## config.mk

```make
export PLATFORM = sky130hd
export DESIGN_NAME = multu_hilo_flat
export DESIGN_NICKNAME = d
export VERILOG_FILES = /design/src/rtl/alu_pkg.sv /design/src/rtl/multu_hilo_if.sv /design/src/rtl/multu_hilo_step.sv /design/src/rtl/multu_hilo.sv /design/src/flat_wrapper.sv
export SDC_FILE = /design/constraint.sdc
export NUM_CORES = 1
export LEC_CHECK = 0
export CORE_ASPECT_RATIO = 1.2
export CORE_UTILIZATION = 45
export DETAILED_ROUTE_END_ITERATION = 8
export PLACE_DENSITY = 0.8
export SLEW_MARGIN = 20
export SYNTH_ARGS = -nofsm -noshare
export SYNTH_HDL_FRONTEND = slang
export SYNTH_SLANG_ARGS = --single-unit
```

## constraint.sdc

```tcl
create_clock -name clk -period 7.6 [get_ports clk]
set_input_delay 1.14 -clock clk [delete_from_list [all_inputs] [get_ports clk]]
set_output_delay 1.14 -clock clk [all_outputs]
set_load 0.03 [all_outputs]
```

## src/rtl/alu_pkg.sv

```systemverilog
// Shared ALU/multiplier definitions: funct codes, multiplier FSM states, operand width.
// Used by the single-cycle ALU result mux and the HI/LO multiplier.
package alu_pkg;

   localparam int ALU_WIDTH = 32;

   localparam logic [5:0] FUNCT_AND   = 6'b100100;
   localparam logic [5:0] FUNCT_OR    = 6'b100101;
   localparam logic [5:0] FUNCT_ADD   = 6'b100000;
   localparam logic [5:0] FUNCT_SUB   = 6'b100010;
   localparam logic [5:0] FUNCT_SLT   = 6'b101010;
   localparam logic [5:0] FUNCT_SLL   = 6'b000000;
   localparam logic [5:0] FUNCT_MULTU = 6'b011001;
   localparam logic [5:0] FUNCT_MFHI  = 6'b010000;
   localparam logic [5:0] FUNCT_MFLO  = 6'b010010;

   typedef enum logic [1:0] {
      ST_IDLE = 2'd0,
      ST_RUN  = 2'd1,
      ST_DONE = 2'd2
   } mdu_state_e;

   function automatic logic is_mdu_funct(input logic [5:0] funct);
      return (funct == FUNCT_MULTU) || (funct == FUNCT_MFHI) || (funct == FUNCT_MFLO);
   endfunction

endpackage

```

## src/rtl/multu_hilo_if.sv

```systemverilog
// Request/response bundle between the controller and the HI/LO multiplier.
interface multu_hilo_if #(
   parameter int WIDTH = 32
);
   logic             start;
   logic [5:0]       funct;
   logic [WIDTH-1:0] dataA;
   logic [WIDTH-1:0] dataB;
   logic             busy;
   logic             done;
   logic [WIDTH-1:0] dataOut;
   logic [WIDTH-1:0] hi;
   logic [WIDTH-1:0] lo;

   modport master (
      output start, funct, dataA, dataB,
      input  busy, done, dataOut, hi, lo
   );

   modport slave (
      input  start, funct, dataA, dataB,
      output busy, done, dataOut, hi, lo
   );
endinterface

```

## src/rtl/multu_hilo_step.sv

```systemverilog
// One shift-add iteration of the unsigned multiplier: conditionally add A into the
// upper half, then shift the whole product right by one keeping the add carry.
module multu_step #(
   parameter int WIDTH = 32
) (
   input  logic [2*WIDTH-1:0] p,
   input  logic [WIDTH-1:0]   a,
   output logic [2*WIDTH-1:0] p_next
);
   logic [WIDTH:0] upper_sum;

   always_comb begin
      upper_sum = {1'b0, p[2*WIDTH-1:WIDTH]};
      if (p[0]) begin
         upper_sum = {1'b0, p[2*WIDTH-1:WIDTH]} + {1'b0, a};
      end
      p_next = {upper_sum, p[WIDTH-1:1]};
   end
endmodule

```

## src/rtl/multu_hilo.sv

```systemverilog
// Multi-cycle MULTU with architectural HI/LO and MFHI/MFLO read-back.
// MULTU: W+1 cycles start-to-done; MFHI/MFLO: 1 cycle. Starts while busy are dropped.
module multu_hilo
   import alu_pkg::*;
#(
   parameter int WIDTH = ALU_WIDTH
) (
   input logic           clk,
   input logic           rst,
   multu_hilo_if.slave   bus
);
   localparam int CW = $clog2(WIDTH);

   mdu_state_e         state_q, state_d;
   logic [CW-1:0]      count_q, count_d;
   logic [WIDTH-1:0]   a_q, a_d;
   logic [2*WIDTH-1:0] p_q, p_d;
   logic [WIDTH-1:0]   hi_q, hi_d;
   logic [WIDTH-1:0]   lo_q, lo_d;
   logic [WIDTH-1:0]   data_out_q, data_out_d;
   logic               busy_q, busy_d;
   logic               done_q, done_d;
   logic [2*WIDTH-1:0] p_next;

   multu_step #(.WIDTH(WIDTH)) u_step (
      .p      (p_q),
      .a      (a_q),
      .p_next (p_next)
   );

   always_comb begin
      state_d    = state_q;
      count_d    = count_q;
      a_d        = a_q;
      p_d        = p_q;
      hi_d       = hi_q;
      lo_d       = lo_q;
      data_out_d = data_out_q;
      busy_d     = 1'b0;
      done_d     = 1'b0;

      unique case (state_q)
         ST_IDLE, ST_DONE: begin
            // DONE falls back to IDLE unless a new request is taken on the same edge
            state_d = ST_IDLE;
            if (bus.start && is_mdu_funct(bus.funct)) begin
               if (bus.funct == FUNCT_MULTU) begin
                  a_d     = bus.dataA;
                  p_d     = {{WIDTH{1'b0}}, bus.dataB};
                  count_d = '0;
                  busy_d  = 1'b1;
                  state_d = ST_RUN;
               end else begin
                  data_out_d = (bus.funct == FUNCT_MFHI) ? hi_q : lo_q;
                  done_d     = 1'b1;
                  state_d    = ST_DONE;
               end
            end
         end
         ST_RUN: begin
            p_d     = p_next;
            count_d = count_q + CW'(1);
            busy_d  = 1'b1;
            if (count_q == CW'(WIDTH - 1)) begin
               hi_d    = p_next[2*WIDTH-1:WIDTH];
               lo_d    = p_next[WIDTH-1:0];
               busy_d  = 1'b0;
               done_d  = 1'b1;
               state_d = ST_DONE;
            end
         end
         default: state_d = ST_IDLE;
      endcase
   end

   always_ff @(posedge clk) begin
      if (rst) begin
         state_q    <= ST_IDLE;
         count_q    <= '0;
         a_q        <= '0;
         p_q        <= '0;
         hi_q       <= '0;
         lo_q       <= '0;
         data_out_q <= '0;
         busy_q     <= 1'b0;
         done_q     <= 1'b0;
      end else begin
         state_q    <= state_d;
         count_q    <= count_d;
         a_q        <= a_d;
         p_q        <= p_d;
         hi_q       <= hi_d;
         lo_q       <= lo_d;
         data_out_q <= data_out_d;
         busy_q     <= busy_d;
         done_q     <= done_d;
      end
   end

   assign bus.busy    = busy_q;
   assign bus.done    = done_q;
   assign bus.dataOut = data_out_q;
   assign bus.hi      = hi_q;
   assign bus.lo      = lo_q;
endmodule

```

## src/flat_wrapper.sv

```systemverilog
// flat-port wrapper written by rule: the top's interface ports become plain ports
module multu_hilo_flat import alu_pkg::*;
#(
   parameter int WIDTH = ALU_WIDTH
)
  (clk, rst, bus_start, bus_funct, bus_dataA, bus_dataB, bus_busy, bus_done, bus_dataOut, bus_hi, bus_lo);
  multu_hilo_if #(.WIDTH(WIDTH)) bus_i ();
  input logic clk;
  input logic rst;
  input wire logic [$bits(bus_i.start)-1:0] bus_start;
  input wire logic [$bits(bus_i.funct)-1:0] bus_funct;
  input wire logic [$bits(bus_i.dataA)-1:0] bus_dataA;
  input wire logic [$bits(bus_i.dataB)-1:0] bus_dataB;
  output wire logic [$bits(bus_i.busy)-1:0] bus_busy;
  output wire logic [$bits(bus_i.done)-1:0] bus_done;
  output wire logic [$bits(bus_i.dataOut)-1:0] bus_dataOut;
  output wire logic [$bits(bus_i.hi)-1:0] bus_hi;
  output wire logic [$bits(bus_i.lo)-1:0] bus_lo;
  assign bus_i.start = bus_start;
  assign bus_i.funct = bus_funct;
  assign bus_i.dataA = bus_dataA;
  assign bus_i.dataB = bus_dataB;
  assign bus_busy = bus_i.busy;
  assign bus_done = bus_i.done;
  assign bus_dataOut = bus_i.dataOut;
  assign bus_hi = bus_i.hi;
  assign bus_lo = bus_i.lo;
  multu_hilo #(.WIDTH(WIDTH)) u_core (.clk(clk), .rst(rst), .bus(bus_i));
endmodule
```

==> results of run 1 <==
[cells in the final DEF (no fill, tap or decap), drive strengths merged, types with 2 or more instances in the layout]
| cell | instances |
|---|---|
| dfxtp | 201 |
| xnor2 | 18 |
| nor2b | 6 |
| a311oi | 44 |
| nor2 | 157 |
| buf | 9 |
| and3 | 9 |
| mux2i | 50 |
| o2111ai | 2 |
| xor2 | 7 |
| o21bai | 4 |
| nand2b | 2 |
| o21ai | 29 |
| nand4b | 3 |
| a211oi | 57 |
| o31a | 4 |
| or2 | 2 |
| or3 | 6 |
| a21o | 8 |
| clkinv | 3 |
| a21oi | 124 |
| a31oi | 15 |
| nand3b | 2 |
| inv | 7 |
| clkinvlp | 2 |
| nor3 | 14 |
| o22ai | 2 |
| bufinv | 2 |
| ha | 34 |
| and2 | 5 |
| a221oi | 2 |
| o211ai | 6 |
| clkbuf | 28 |
| nand2 | 247 |
| clkdlybuf4s50 | 169 |
| nand3 | 20 |
| nand4 | 6 |
| o21a | 10 |
[cell families after synthesis]
group / Yosys count / share of synthesized area (%)
adders and majority gates: 35 / 4.608
muxes: 50 / 5.177
AOI/OAI and AO/OA: 318 / 21.82
buffers and inverters: 98 / 3.948
DFF: 201 / 41.63
and+or+nand+nor: 480 / 20.55
xor gates and xnor gates: 25 / 2.265
[tightest hold or removal path: stages, from the launching register on]
cell and delay (ns):
dfxtp_1 0.31, nand2_1 0.05, a21oi_1 0.05
[state kept, by name, summed over array words and instances (netlist names)]
register / flops
u_core.bus.lo: 32
u_core.p_q: 64
u_core.state_q: 2
u_core.bus.busy: 1
u_core.bus.dataOut: 32
u_core.bus.hi: 32
u_core.a_q: 32
u_core.count_q: 5
u_core.bus.done: 1
[cell type report]
type | count | area [um2]
multi-input combinational | 908 | 5301
clock buffer | 28 | 601.8
tap | 270 | 337.8
inverter | 7 | 26.28
fill | 1873 | 8874
timing repair buffer | 178 | 1783
sequential | 201 | 4024
clock inverter | 7 | 97.59
[through the flow]
stage	instances	total power (uW)	setup WS, ns	hold slack [ns]	util [%]
after floorplan	1207	1123	4.969	0.4400	-
after global placement	1563	1173	4.075	0.4499	54.32
after detailed placement	1563	1174	4.060	0.4547	54.35
after CTS	1598	2197	4.429	0.4630	57.67
after global routing	1599	2250	4.273	0.4819	57.84
final	1599	2183	4.374	0.4597	57.84
[worst max path at each step]
stage | startpoint | end | cells after the start
after floorplan | bus_funct[2] | u_core.p_q[37] | 8
after global placement | bus_funct[2] | u_core.p_q[57] | 9
after detailed placement | bus_funct[2] | u_core.p_q[57] | 9
after CTS | u_core.p_q[32] | u_core.bus.hi[31] | 10
after global routing | u_core.p_q[32] | u_core.bus.hi[31] | 10
final | u_core.p_q[32] | u_core.bus.hi[31] | 10
[metal layers]
| metal | global-route usage, % | up-vias | part of all wire [%] |
|---|---|---|---|
| met3 | 2.708 | 44 | 6.3 |
| li1 | - | 4480 | - |
| met5 | 0 | - | 0 |
| met4 | 6.742 | 0 | 2.3 |
| met2 | 38.80 | 323 | 48 |
| met1 | 31.12 | 4246 | 44 |
[cell usage after synthesis (all sizes together) (5+ instances only)]
master	instances	area, um2
mux2i	50	500.5
clkbuf	78	305.3
o21a	10	75.07
a21o	8	61.31
inv	7	26.28
nand4	6	37.54
and3	9	57.56
xor2	7	61.31
buf	13	50.04
or3	6	38.79
nand2	247	929.7
xnor2	18	157.7
a311oi	44	385.4
o21ai	29	148.9
nand3	20	100.1
and2	5	33.78
ha	34	425.4
a21oi	124	624.4
o211ai	6	45.04
nor2	157	589.3
a211oi	57	432.9
nor2b	6	37.54
dfxtp	201	4024
nor3	14	75.07
a31oi	15	93.84
[report_power, final]
part / internal [uW] / leakage (uW) / total (uW) / switching (uW)
logic: 45.4 / 0.00240 / 88.0 / 42.5
clock network: 622 / 0.000338 / 1030 / 410
registers: 1060 / 0.00162 / 1060 / 3.93
total: 1730 / 0.00435 / 2180 / 457
==> results by group, run 1 <==
Floorplan
  – Row cnt: 58
  – Die X: 135.8 um
  – Die area: between 20,000 and 25,000 um2
  – Initial Utilization: between 40% and 50%
  – Chip Height: 162.6 um
  – IO Count: 171
  – Placeable Area: 21,050 um2

STA
  – Unrepaired setup endpoints after global routing: false
  – Peak Freq: between 0.3 and 0.4 GHz
  – Setup-failing EPs final: 0
  – Rel. slew slack: around 30%
  – Minimum clock period: 3.226 ns
  – Slew of the pin with the lowest slew margin: 1.061 ns
  – Final hold vios: 0
  – Max Clock Skew: 0.009064 ns
  – Final TNS setup: 0 ns
  – Final period util: 42.45%
  – Fin. max-slew vios: 0

Setup path
  – Reg2reg path depth: 10
  – Worst-path maximum fanout: 4
  – CP delay by family, top: compound AO/OA/AOI/OAI gates
  – Worst r2r src: u_core.p_q[32]
  – Worst R2R Setup Slack: 4.37 ns
  – WP buf/inv: 0
  – Slowest cell delay on critical path: 0.47 ns
  – Crit. End Element: flop
  – Crit path kind: reg2reg
  – Most common cell on crit path: o21ai_1
  – FF-to-FF End: u_core.bus.hi[31]
  – Crit path cell chain: ha_1, fa_1, a21o_1, a221oi_2, o21ai_1, a41oi_2, a2bb2oi_2, o21ai_1, a21oi_1, a211oi_1
  – Critical Path RT: 7.93 ns
  – Critical path's slowest cell: a221oi_2
  – Worst EP arrival: 3.56 ns
  – CP Launch Type: flop

Logic synthesis
  – Synth Instances: between 1k and 1.5k
  – Post-synth EDFFs: 0
  – Distinct cells, synth: 62
  – Synth warn: 0
  – Syn Nets: 1,315
  – Synth Register Bits: between 200 and 250
  – Synthesized area per cell: ~8 um2
  – Share of async-settable or async-resettable flops after synthesis: 0%
  – Seq/Total Area, Yosys: 41.63%
  – Post-Syn Area: 9667 um2
  – Prevailing post-synth register cell: dfxtp_1

Detailed routing
  – Antenna Nets Post-Route: 0
  – DR vias/cell: 5.687
  – Drt initial violations: between 800 and 900
  – DRC violations left: 0
  – First-pass iteration count of the detailed router: 6
  – Total Wirelength: 25.80 mm
  – Wire per inst: 16.13 um
  – DR vias: 9,093

Final layout
  – Final Cell Area: 12,170 um2
  – Layout area overhead: 25.91%
  – Antenna fix cells: 0
  – Ratio of cells with drive above 1 in the final layout: 5.041%
  – Layout Nets: 1,424

Clock network
  – Post-cts sizing count: 0
  – Post-CTS Setup Bufs: 0
  – Post-cts hold buffer count: 0
  – H-tree depth: 1
  – Clock sinks: between 200 and 250
  – Longest Clk Path Bufs: 3
  – CTS tree: yes
  – CTS clk-pin slew, worst paths: 0.06 ns
  – CTS Root Cell: clkbuf_16
  – Clock latency on the worst-skew pair: 0.48 ns
  – CTS Buf Count: 20

Min path
  – Hold endpoint: u_core.a_q[5]
  – Hold Path Depth: 2
  – Hold path start: u_core.a_q[5]
  – Worst hold path class: reg2reg

Placement
  – IO buf count: 170
  – GP Congestion: 0.9796
  – Placed cell area: 11,440 um2
  – Hpwl dp: 17.56 mm

GRT
  – Tot GR Track Use: 23.19%
  – First-pass GRT wire length: about 42 mm
  – Largest net degree at the start of global routing: 117
  – Overflow after GRT: 0
  – Vias in the first global route: 8,417
  – Initial antenna violation count: 0

Outcome
  – Status: complete, no violations

Pwr
  – Max IR drop VDD: 0.1837 mV
  – Leakage: roughly 0.0044 uW
  – PwrDens: between 150 and 200 nW/um2

Run
  – Max Cap Viol: 0
Power figures use the tool's default switching activity.
==> inputs of run 2 (changes only) <==
==> constraint.sdc (replaced) <==
create_clock -name clk -period 3.1 [get_ports clk]
set_input_delay 0.465 -clock clk [delete_from_list [all_inputs] [get_ports clk]]
set_output_delay 0.465 -clock clk [all_outputs]
set_load 0.03 [all_outputs]
==> results by group, run 2 (synthesized netlist as in run 1, its figures left out) <==
Placement
  – IO buf count: 170 (unchanged)
  – Placed cell area: 11,570 um2 (+1.2%)
  – Inst Count DP: 1,573 (+0.64%)
  – Hpwl dp: 18.21 mm (+3.7%)
  – GP Congestion: 0.9080 (-7.3%)

Pwr
  – Max IR drop VDD: 0.3207 mV (+75%)
  – Psw: 1128 uW (+150%)
  – Int Pwr: 4099 uW (+140%)
  – PwrDens: 427.6 nW/um2 (+140%)
  – Leakage: 0.004391 uW (+0.85%)
  – Clk pwr share: 45.9% (-1.4 points)
  – Power share of the combinational group: 4.2% (+0.2 points)
  – Sw frac: 21.58% (+0.67 points)
  – Proportion of power drawn by flip-flops and latches: 49.9% (+1.2 points)

Clock network
  – CTS Buf Count: 21 (+5.0%)
  – CTS Root Cell: clkbuf_16
  – Post-cts hold buffer count: 0 (unchanged)
  – Post-cts sizing count: 0 (unchanged)
  – Post-CTS Setup Bufs: 0 (unchanged)
  – CTS clk-pin slew, worst paths: 0.06 ns (about the same)
  – Clock latency on the worst-skew pair: 0.49 ns (about the same)
  – CTS tree: yes
  – Clock sinks: 201 (unchanged)
  – Longest Clk Path Bufs: 3 (unchanged)
  – H-tree depth: 1 (unchanged)

Final layout
  – Ratio of cells with drive above 1 in the final layout: 5.605% (+0.56 points)
  – Layout Nets: 1,434 (+0.70%)
  – Layout area overhead: 26.46%
  – Largest register by flop count: u_core.p_q
  – Commonest non-fill, non-tap cells in the layout: 246 x nand2_1, 201 x dfxtp_1, 169 x clkdlybuf4s50_1, 157 x nor2_1, 123 x a21oi_1
  – Max FFs per register: 64 (unchanged)
  – Commonest non-fill, non-tap cell in the layout: nand2_1
  – Non-Filler Instances: 1,608 (+0.56%)
  – Final Cell Area: 12,220 um2 (+0.43%)
  – Antenna fix cells: 0 (unchanged)

Run
  – Max Cap Viol: 0 (unchanged)

Setup path
  – Worst EP arrival: 3.28 ns (-0.28 ns)
  – CP Launch Type: flop
  – Crit path kind: reg2reg
  – Critical Path RT: 3.51 ns (-4.42 ns)
  – Crit. End Element: flop
  – Worst-path maximum fanout: 4 (unchanged)
  – Reg2reg path depth: 10 (unchanged)

STA
  – Unrepaired setup endpoints after global routing: false
  – Slew of the pin with the lowest slew margin: 0.9036 ns (-0.1579 ns)
  – Final TNS setup: 0 ns (unchanged)
  – Hold_ws: 0.4604 ns (+0.0007300 ns)
  – Max Clock Skew: 0.01250 ns (+0.003432 ns)
  – Setup-failing EPs final: 0 (unchanged)
  – Final hold vios: 0 (unchanged)
  – Peak Freq: 0.3478 GHz (+12%)
  – Minimum clock period: 2.875 ns (-0.3514 ns)
  – Fin. max-slew vios: 0 (unchanged)
  – Rel. slew slack: 39.76% (+11 points)
  – Final period util: 92.74% (+50 points)

Detailed routing
  – DRC violations left: 0 (unchanged)
  – DR vias: 8,995 (-1.1%)
  – First-pass iteration count of the detailed router: 5 (-1)
  – DR vias/cell: 5.594 (-1.6%)
  – Antenna Nets Post-Route: 0 (unchanged)
  – Drt initial violations: 681 (-16%)
  – Total Wirelength: 26.22 mm (+1.6%)
  – Wire per inst: 16.30 um (+1.1%)

Outcome
  – Status: complete, no violations

GRT
  – Initial antenna violation count: 0 (unchanged)
  – Overflow after GRT: 0 (unchanged)
  – Largest net degree at the start of global routing: 99 (-15%)
  – Tot GR Track Use: 23.64% (+0.45 points)
  – First-pass GRT wire length: 42.88 mm (+1.7%)
  – Vias in the first global route: 8,595 (+2.1%)

Floorplan
  – Row cnt: 58 (unchanged)
  – Chip Height: 162.6 um (unchanged)
  – Die X: 135.8 um (unchanged)
  – IO Count: 171 (unchanged)
  – Placeable Area: 21,050 um2 (unchanged)
  – Die area: 22,070 um2 (unchanged)
  – Initial Utilization: 45.93% (unchanged)

Min path
  – Worst hold path class: reg2reg
  – Hold Path Depth: 2 (unchanged)
==> run 2: cell types whose count changed in the layout (fill, tap and decap cells not counted), moves of 2 or more <==
cell       before  now
buf_4           7   12
buf_12          0    5
inv_6           0    2
clkinv_4        2    0
bufinv_16       2    0
==> run 2: cell type report <==
class | instances | area (um2)
Timing Repair Buffer | 187 | 1893
Tap cell | 270 | 337.8
Multi-Input combinational cell | 908 | 5289
Fill cell | 1881 | 8821
Sequential cell | 201 | 4024
Clock buffer | 30 | 619.3
Inverter | 7 | 26.28
Clock inverter | 5 | 35.03
==> run 2: power by group through the flow <==
stage / clock network (uW) / logic [uW] / registers (uW)
after floorplan: 0 / 80.4 / 2670
after global placement: 0 / 218 / 2660
after detailed placement: 0 / 219 / 2660
after CTS: 2440 / 220 / 2610
after global routing: 2570 / 235 / 2610
final: 2400 / 220 / 2610
==> run 2: final timing paths <==
kind / from / endpoint / slack [ns]
max: u_core.p_q[32] / u_core.bus.hi[29] / 0.23
min: u_core.a_q[11] / u_core.a_q[11] / 0.46
max reg2reg: u_core.p_q[32] / u_core.bus.hi[29] / 0.23
min reg2reg: u_core.a_q[11] / u_core.a_q[11] / 0.46
==> run 2: worst max-delay path, cell delays in order (launching register included) <==
cell and delay [ns]:
dfxtp_1 0.32, ha_1 0.24, fa_1 0.41, a21o_1 0.20
a221oi_2 0.40, o21ai_1 0.19, a41oi_2 0.34, a2bb2oi_2 0.23
mux2i_1 0.21, nor3_1 0.07, nor3_1 0.18
==> run 2: layer usage <==
layer  GRT usage, %  wire [um]  vias up  share of wire, %
met3          2.770       1586       26               6.0
met5              0          0        -                 0
met2          40.35      12490      264                48
met1          31.74      11750     4223                45
met4          5.107        390        0               1.5
li1               -          -     4482                 -
==> run 2: through the flow <==
stage	setup WS, ns	total power [uW]	util (%)
after CTS	0.2115	5261	58.09
after global routing	0.02700	5413	58.09
final	0.2251	5227	58.09
after floorplan	0.5149	2752	-
after global placement	0.2628	2881	54.98
after detailed placement	0.2344	2882	54.98
